`src/rtl/sample_read_arbiter.sv`:
```
// Arbitrates the single wave-sample BRAM read port between the oscillators, the
// HDMI visualiser and the UART debugger, and routes each returned sample home.

module sample_rsp_lane #(
    parameter int SAMPLE_WIDTH = 8
) (
    input  logic                    clk_in,
    input  logic                    rst_n_in,
    input  logic                    hit,
    input  logic [SAMPLE_WIDTH-1:0] sample,
    output logic                    valid,
    output logic [SAMPLE_WIDTH-1:0] data
);

    always_ff @(posedge clk_in or negedge rst_n_in) begin
        if (!rst_n_in) begin
            valid <= 1'b0;
            data  <= '0;
        end else begin
            valid <= hit;
            if (hit) data <= sample;
        end
    end

endmodule

module sample_read_arbiter #(
    parameter int NUM_OSCILLATORS = 4,
    parameter int SAMPLE_WIDTH    = 8,
    parameter int ADDR_WIDTH      = 15,
    parameter int BRAM_LATENCY    = 2,
    parameter int STARVE_LIMIT    = 16
) (
    input  logic                                    clk_in,
    input  logic                                    rst_n_in,
    input  logic                                    hold_in,
    input  logic [NUM_OSCILLATORS-1:0]              osc_req_in,
    input  logic [NUM_OSCILLATORS*ADDR_WIDTH-1:0]   osc_addr_in,
    output logic [NUM_OSCILLATORS-1:0]              osc_ack_out,
    output logic [NUM_OSCILLATORS-1:0]              osc_valid_out,
    output logic [NUM_OSCILLATORS*SAMPLE_WIDTH-1:0] osc_data_out,
    input  logic                                    viz_req_in,
    input  logic [ADDR_WIDTH-1:0]                   viz_addr_in,
    output logic                                    viz_ack_out,
    output logic                                    viz_valid_out,
    output logic [SAMPLE_WIDTH-1:0]                 viz_data_out,
    input  logic                                    dbg_req_in,
    input  logic [ADDR_WIDTH-1:0]                   dbg_addr_in,
    output logic                                    dbg_ack_out,
    output logic                                    dbg_valid_out,
    output logic [SAMPLE_WIDTH-1:0]                 dbg_data_out,
    output logic                                    bram_en_out,
    output logic [ADDR_WIDTH-1:0]                   bram_addr_out,
    input  logic [SAMPLE_WIDTH-1:0]                 bram_data_in
);

    localparam int NUM_REQ = NUM_OSCILLATORS + 2;
    localparam int TAG_W   = $clog2(NUM_REQ);
    localparam int PTR_W   = (NUM_OSCILLATORS > 1) ? $clog2(NUM_OSCILLATORS) : 1;
    localparam int CNT_W   = $clog2(STARVE_LIMIT + 1);
    localparam logic [TAG_W-1:0] VIZ_TAG = TAG_W'(NUM_OSCILLATORS);
    localparam logic [TAG_W-1:0] DBG_TAG = TAG_W'(NUM_OSCILLATORS + 1);
    localparam logic [CNT_W-1:0] STARVE  = CNT_W'(STARVE_LIMIT);

    logic [PTR_W-1:0]                   rr_ptr;
    logic [PTR_W-1:0]                   osc_sel;
    logic                               osc_found;
    int                                 idx;
    logic [CNT_W-1:0]                   viz_wait, dbg_wait;
    logic                               viz_promo, dbg_promo;
    logic                               grant;
    logic [TAG_W-1:0]                   grant_tag;
    logic [ADDR_WIDTH-1:0]              grant_addr;
    logic [TAG_W-1:0]                   iss_tag;
    logic [BRAM_LATENCY:0]              vld_pipe;
    logic [BRAM_LATENCY:0][TAG_W-1:0]   tag_pipe;
    logic [NUM_REQ-1:0]                 lane_hit;
    logic [NUM_REQ-1:0]                 lane_valid;
    logic [NUM_REQ-1:0][SAMPLE_WIDTH-1:0] lane_data;

    assign viz_promo = (viz_wait >= STARVE);
    assign dbg_promo = (dbg_wait >= STARVE);

    // Round-robin search starts at rr_ptr and wraps; first requester wins.
    always_comb begin
        osc_found = 1'b0;
        osc_sel   = '0;
        idx       = 0;
        for (int k = 0; k < NUM_OSCILLATORS; k++) begin
            idx = int'(rr_ptr) + k;
            if (idx >= NUM_OSCILLATORS) idx = idx - NUM_OSCILLATORS;
            if (!osc_found && osc_req_in[idx]) begin
                osc_found = 1'b1;
                osc_sel   = PTR_W'(idx);
            end
        end
    end

    always_comb begin
        osc_ack_out = '0;
        viz_ack_out = 1'b0;
        dbg_ack_out = 1'b0;
        if (rst_n_in && !hold_in) begin
            if (dbg_req_in && dbg_promo)      dbg_ack_out = 1'b1;
            else if (viz_req_in && viz_promo) viz_ack_out = 1'b1;
            else if (osc_found)               osc_ack_out[osc_sel] = 1'b1;
            else if (viz_req_in)              viz_ack_out = 1'b1;
            else if (dbg_req_in)              dbg_ack_out = 1'b1;
        end
    end

    always_comb begin
        grant      = (|osc_ack_out) | viz_ack_out | dbg_ack_out;
        grant_tag  = TAG_W'(osc_sel);
        grant_addr = osc_addr_in[osc_sel*ADDR_WIDTH +: ADDR_WIDTH];
        if (viz_ack_out) begin
            grant_tag  = VIZ_TAG;
            grant_addr = viz_addr_in;
        end else if (dbg_ack_out) begin
            grant_tag  = DBG_TAG;
            grant_addr = dbg_addr_in;
        end
    end

    always_ff @(posedge clk_in or negedge rst_n_in) begin
        if (!rst_n_in) begin
            rr_ptr <= '0;
        end else if (|osc_ack_out) begin
            rr_ptr <= (osc_sel == PTR_W'(NUM_OSCILLATORS - 1)) ? '0 : osc_sel + 1'b1;
        end
    end

    // Wait counters freeze during hold so the loader does not cause promotions.
    always_ff @(posedge clk_in or negedge rst_n_in) begin
        if (!rst_n_in) begin
            viz_wait <= '0;
            dbg_wait <= '0;
        end else begin
            if (viz_ack_out)
                viz_wait <= '0;
            else if (viz_req_in && !hold_in && viz_wait < STARVE)
                viz_wait <= viz_wait + 1'b1;
            if (dbg_ack_out)
                dbg_wait <= '0;
            else if (dbg_req_in && !hold_in && dbg_wait < STARVE)
                dbg_wait <= dbg_wait + 1'b1;
        end
    end

    always_ff @(posedge clk_in or negedge rst_n_in) begin
        if (!rst_n_in) begin
            bram_en_out   <= 1'b0;
            bram_addr_out <= '0;
            iss_tag       <= '0;
        end else begin
            bram_en_out <= grant;
            if (grant) begin
                bram_addr_out <= grant_addr;
                iss_tag       <= grant_tag;
            end
        end
    end

    // Tag travels alongside the read so in-order returns map back to requesters.
    always_ff @(posedge clk_in or negedge rst_n_in) begin
        if (!rst_n_in) begin
            vld_pipe <= '0;
            tag_pipe <= '0;
        end else begin
            vld_pipe <= {vld_pipe[BRAM_LATENCY-1:0], bram_en_out};
            tag_pipe <= {tag_pipe[BRAM_LATENCY-1:0], iss_tag};
        end
    end

    genvar g;
    generate
        for (g = 0; g < NUM_REQ; g++) begin : g_lane
            assign lane_hit[g] = vld_pipe[BRAM_LATENCY] &&
                                 (tag_pipe[BRAM_LATENCY] == TAG_W'(g));
            sample_rsp_lane #(.SAMPLE_WIDTH(SAMPLE_WIDTH)) u_lane (
                .clk_in   (clk_in),
                .rst_n_in (rst_n_in),
                .hit      (lane_hit[g]),
                .sample   (bram_data_in),
                .valid    (lane_valid[g]),
                .data     (lane_data[g])
            );
        end
        for (g = 0; g < NUM_OSCILLATORS; g++) begin : g_osc_out
            assign osc_valid_out[g]                             = lane_valid[g];
            assign osc_data_out[g*SAMPLE_WIDTH +: SAMPLE_WIDTH] = lane_data[g];
        end
    endgenerate

    assign viz_valid_out = lane_valid[NUM_OSCILLATORS];
    assign viz_data_out  = lane_data[NUM_OSCILLATORS];
    assign dbg_valid_out = lane_valid[NUM_OSCILLATORS+1];
    assign dbg_data_out  = lane_data[NUM_OSCILLATORS+1];

endmodule

```
`config.mk`:
```
export PLATFORM = sky130hd
export DESIGN_NAME = sample_read_arbiter
export DESIGN_NICKNAME = d
export VERILOG_FILES = /design/src/rtl/sample_read_arbiter.sv
export SDC_FILE = /design/constraint.sdc
export NUM_CORES = 1
export LEC_CHECK = 0
export ABC_CLOCK_PERIOD_IN_PS = 4900
export CAP_MARGIN = 20
export CORE_MARGIN = 10
export CORE_UTILIZATION = 47
export DETAILED_ROUTE_END_ITERATION = 12
export GPL_TIMING_DRIVEN = 0
export PLACE_DENSITY = 0.86
export SYNTH_ARGS = -nofsm -noshare
export SYNTH_HDL_FRONTEND = slang
export SYNTH_SLANG_ARGS = --single-unit
```
`constraint.sdc`:
```
create_clock -name clk_in -period 4.9 [get_ports clk_in]
set_clock_uncertainty 0.05 [all_clocks]
set_input_delay 0.98 -clock clk_in [delete_from_list [all_inputs] [get_ports clk_in]]
set_output_delay 0.98 -clock clk_in [all_outputs]
set_load 0.005 [all_outputs]
```
Word level (Yosys, flattened, before mapping):

Cells that the tools add are included.

* bitwise gates (word level): 2
* magnitude comparators: 14
* equal/unequal tests: 6
* $mul: 1
* muxes and demuxes: 50
* shift operators: 1
* $add $sub $neg: 10
* reduce and logical (&&, ||, !) cells: 25

Operator list (count)
* $lt A32 B4 Y1 const B: 4
* $mux W32: 4
* $shiftx A60 B7 Y15: 1
* $mux W15: 2
* $mux W1: 24
* $mux W5: 4
* $logic_and A1 B1 Y1: 17
* $mux W4: 4
* $sub A3 B3 Y4 const B: 3
* $add A5 B1 Y5 const B: 2
* $ge A5 B5 Y1 const B: 2
* $lt A5 B5 Y1 const B: 2
* $mux W2: 5
* $ge A3 B3 Y1 const B: 3
* $bmux W1 S2: 4
* $add A2 B2 Y3 const B: 2
* $eq A3 B2 Y1 const B: 2
* $eq A3 B3 Y1 const B: 2
* $mul A2 B4 Y6 const B: 1
* $mux W3: 2
* $logic_not A1 Y1: 4
* $reduce_bool A2 Y1: 2
* $reduce_or A4 Y1: 1
* $sub A2 B3 Y4 const B: 1
* other kinds (10): 11

* register bits: 97
* input bits: 107
* output and inout port bits: 76
* logic and storage cells: 131

Longest topological paths before layout:

* word-level depth: 26
* mapped depth: 11
* depth with buffers taken out: 9

Modules after synthesis:

Synthesis repeated with hierarchy kept, for this count alone.

* cells, all modules: 341
* area, all modules: 4631.9 um2

By module, submodules not included
* sample_read_arbiter: seq. area each 1076.0 um2, area an instance 2492.4 um2, cells each 233, times used 1
* sample_rsp_lane: seq. area each 225.2 um2, area an instance 356.6 um2, cells each 18, times used 6

Worst setup path after synthesis:

No wires, ideal clock.

* path kind: input to output
* start: input osc_req_in[2]
* end: output osc_ack_out[3]
* cell stages on the path: 7
* slack: 1.742 ns
* buffers on the path: 1
* data required time: 3.870 ns
* arrival: 2.128 ns
* cells stage by stage: nor2b_1 > a311o_1 > nand2_1 > inv_2 > buf_2 > ha_1 > and2_1

* word-level cells in the longest chain between the ends: 21
* elaborated cells on any way between the ends: 35
* those cells by class: order compare: 2; mux: 26; reduce/logical: 7

RTL lines
* start: declaration: RTL line 37 `input logic [NUM_OSCILLATORS-1:0] osc_req_in,`
* $bmux W1 S2: RTL line 92 `if (!osc_found && osc_req_in[idx]) begin`
* $mux W1 (implied by the code) (2 in series): RTL line 92
* $mux W1: RTL line 92
* $logic_not A1 Y1: RTL line 92
* $logic_and A1 B1 Y1: RTL line 92
* $mux W1: RTL line 92
* $logic_not A1 Y1: RTL line 92
* $logic_and A1 B1 Y1: RTL line 92
* [4 not listed]
* $lt A2 B3 Y1 (implied by the code) / $ge A2 B1 Y1 (equally long branches): RTL line 106 `else if (osc_found) osc_ack_out[osc_sel] = 1'b1;`
* $logic_and A1 B1 Y1 (implied by the code): RTL line 106
* $mux W1 (implied by the code): RTL line 106
* $demux W1 S2: RTL line 106
* $mux W4 *: RTL line 106
* $mux W4 *: RTL line 105 `else if (viz_req_in && viz_promo) viz_ack_out = 1'b1;`
* $mux W4 *: RTL line 104 `if (dbg_req_in && dbg_promo) dbg_ack_out = 1'b1;`
* $mux W4 *: RTL line 103 `if (rst_n_in && !hold_in) begin`
* end: declaration: RTL line 39 `output logic [NUM_OSCILLATORS-1:0] osc_ack_out,`

Every way passes the cells marked *; elsewhere a longest branch is shown, timed or not. The select of a mux whose other input is x is not followed.

Final worst setup path:

* start: input osc_req_in[2]
* end: output dbg_ack_out

* word-level cells in the longest chain between the ends: 17
* elaborated cells on any way between the ends: 26
* those cells by class: mux: 20; reduce/logical: 6

RTL lines
* $bmux W1 S2: RTL line 92
* $mux W1 (implied by the code) (2 in series): RTL line 92
* $mux W1: RTL line 92
* $logic_not A1 Y1: RTL line 92
* $logic_and A1 B1 Y1: RTL line 92
* $mux W1: RTL line 92
* $logic_not A1 Y1: RTL line 92
* $logic_and A1 B1 Y1: RTL line 92
* $mux W1: RTL line 92
* $logic_not A1 Y1: RTL line 92
* $logic_and A1 B1 Y1: RTL line 92
* $mux W1 *: RTL line 92
* $mux W1 *: RTL line 106
* $mux W1 *: RTL line 105
* $mux W1 *: RTL line 104
* $mux W1 *: RTL line 103
* end: declaration: RTL line 49 `output logic dbg_ack_out,`

Marks and branches as above.

==> flow_metrics.tcl <==
set metrics [dict create \
    grt_setup_unrepaired "false" \
    gr-usage-all-layers_pct 19.2 \
    placedCellCount 732 \
    crit_top_cell "clkdlybuf4s50_1" \
    async_flop_share_pct 100 \
    synth-seq-cells 97 \
    maxCapViolCount 0 \
    core_region_area_um2 9280 \
    end_kind "output pin" \
    root_buffer "clkbuf_8" \
    synth_nets 530 \
    arrival_ns 3.36 \
    cts.clk_slew.worst_paths_ns 0.10 \
    drive_gt1_share_pct 12.3 \
    synthCells 420 \
    syn_area_um2 4500 \
    place_hpwl_um 11000 \
    ff2ff_setup_slack_ns 1.96 \
    area_growth_pct 49.0 \
    drtIter0Drc 244 \
    cts-hold-fix-buffers 0 \
    ir_drop_mv 0.305 \
    antenna_cells 0 \
    final_cell_mix "181 x clkdlybuf4s50_1, 97 x dfrtp_1, 91 x nand2_1" \
    cp_top_family "buffers and inverters" \
    start_util_pct 48.4 \
    design_area_um2 6700 \
    die_y_um 118 \
    final_nets 724 \
    grt_pass1_vias 4203 \
    drc 0 \
    io_pins 183 \
    gp_congestion 0.805 \
    pwr_density_cell_nw_per_um2 509 \
    fp.dieW_um 118 \
    ant_nets 0 \
    nFillCells 658 \
    cts_resized 0 \
    finalCritPeriodShare_pct 89.6 \
    fin_cells 748 \
    first_pass_iters 5 \
    grt_max_degree 52 \
    synth.avg_cell_area_um2 10.7 \
    pre_cts_ws_ns 0.501 \
    status "finished clean" \
    fin_total_pwr_w 0.00341 \
    synth_edf_count 0 \
    num_vias 3927 \
    wirelength_um 13600 \
    fmax_mhz 228 \
    ctsHtreeMaxLevel 3 \
    antenna_found_initial 0 \
    timing_hold_violations_final 0 \
    crit_slowest_cell "clkdlybuf4s50_1" \
    cts_tree "yes" \
    yosysSeqAreaShare_pct 54.0 \
    cp_num_buf_inv 3 \
    grt_pass1_wl_um 21900 \
    cellLeakagePower_nw 3.08 \
    clock_sinks 97 \
    detail_route.vias_per_cell 5.25 \
    die-area_um2 13900 \
    cts_made_buffers 9 \
    insertion_delay_ns 0.36 \
    wl_per_cell_um 18.2 \
    critPathLaunchType "input port" \
    synth_cell_type_count 46 \
    worst_slew_pin_slew_ns 0.872 \
    clockBufferDepth 2 \
    fin_ws_ns 0.509 \
    synth_warnings 0 \
    relSlewSlack_pct 41.6 \
    post-route-min-period_ns 4.39 \
    worstPathRequired_ns 3.87 \
    holdCritPathClass "reg2reg" \
    critical_path.cell_chain "clkdlybuf4s50_1 > or4_4 > nor2_2 > o211a_4 > clkbuf_1 > clkdlybuf4s50_1" \
    ys.flop_type "dfrtp_1" \
    globalRoute.totalOverflow 0 \
    crit_type "in2out" \
    io_buffers 182 \
    critical_path.max_fanout 10 \
    post-cts-setup-buffers 0 \
    critical_path.max_stage_delay_ns 0.61 \
    setup_violations 0 \
    drv_slew 0 \
    fp-row-count 35 \
    place_area_um2 6500 \
    layout_commonest_cell "clkdlybuf4s50_1" \
]
through the flow:
stage,setup TNS [ns],hold WS (ns),utilization (%)
detailed placement,0,0.289,70.1
global placement,-118.78,0.281,69.8
CTS,0,0.305,72.2
global route,0,0.319,72.2
finish,0,0.302,72.2
floorplan,0,0.281,-
synth_stat cells, types with 2 or more instances:
library cell / number / area, µm²
buf_2: 7 / 35.0
nor2_1: 28 / 105
clkbuf_1: 10 / 37.5
clkinv_1: 2 / 7.51
nand2_1: 91 / 342
nor2b_1: 3 / 18.8
inv_1: 19 / 71.3
buf_6: 2 / 22.5
o31a_1: 15 / 131
a31oi_1: 15 / 93.8
mux2_2: 33 / 372
xnor2_1: 2 / 17.5
ha_1: 3 / 37.5
xor2_1: 4 / 35.0
nor3b_1: 3 / 22.5
nand4b_1: 2 / 17.5
nor3_2: 2 / 20.0
nand2b_1: 2 / 12.5
dfrtp_1: 97 / 2430
inv_2: 3 / 11.3
o22ai_1: 15 / 93.8
buf_4: 4 / 30.0
a21oi_1: 2 / 10.0
nand4_1: 2 / 12.5
mux2i_1: 33 / 330
cell families after synthesis:
kind of cell    synth area share (%)
flops                           54.0
buf+inv                         4.79
simple gates                    14.1
mux                             15.6
compound gates                  9.49
xor+xnor                        1.17
fa+ha+maj                      0.835
layout make-up:
type	instances	area [µm²]	share of cell area [%]
flip-flops and latches	97	2430	36.2
repair buffers	183	1850	27.6
plain buffers	23	125	1.87
well taps	129	161	2.41
multi-input cells	276	1850	27.7
inverters	24	90.1	1.34
clock inverters	6	57.6	0.859
clock buffers	10	138	2.05
worst reg2reg max path: stages, from the launching register on:
cell,delay [ns]
dfrtp_1,0.48
nand2_1,0.08
a311o_1,0.35
nand2_1,0.15
inv_2,0.10
buf_2,0.23
ha_1,0.25
o31ai_1,0.33
buf_2,0.30
buf_2,0.26
a31oi_1,0.11
o31a_1,0.13
state kept, by name (all words and copies together) (netlist names):
register	flops
g_lane.u_lane.data	48
bram_addr_out	15
tag_pipe	9
g_lane.u_lane.valid	6
dbg_wait	5
viz_wait	5
iss_tag	3
vld_pipe	3
rr_ptr	2
bram_en_out	1
path summary, 6_finish.rpt:
path,from,cells past startpoint,endpoint
worst max-delay path,osc_req_in[2],6,dbg_ack_out
worst min-delay path,tag_pipe[4],0,tag_pipe[7]
worst max register to register,rr_ptr[1],11,bram_addr_out[11]
worst min register to register,tag_pipe[4],0,tag_pipe[7]
max in group asynchronous,rst_n_in,2,bram_addr_out[11]
min in group asynchronous,rst_n_in,1,g_lane[1].u_lane.data[1]
layer usage:
layer	part of all wire, %	vias to the layer above	GRT usage (%)
li1	-	1826	-
met1	38	1888	21.1
met2	48	203	32.0
met3	13	10	10.6
met4	0.88	0	3.94
met5	0	-	0
power breakdown:
part / switching (W) / internal (W) / total [W]
registers: 0.000209 / 0.00116 / 0.00137
clock network: 0.000300 / 0.000211 / 0.000511
logic: 0.000614 / 0.000918 / 0.00153
Note: power is estimated with default switching activity, not from simulation.
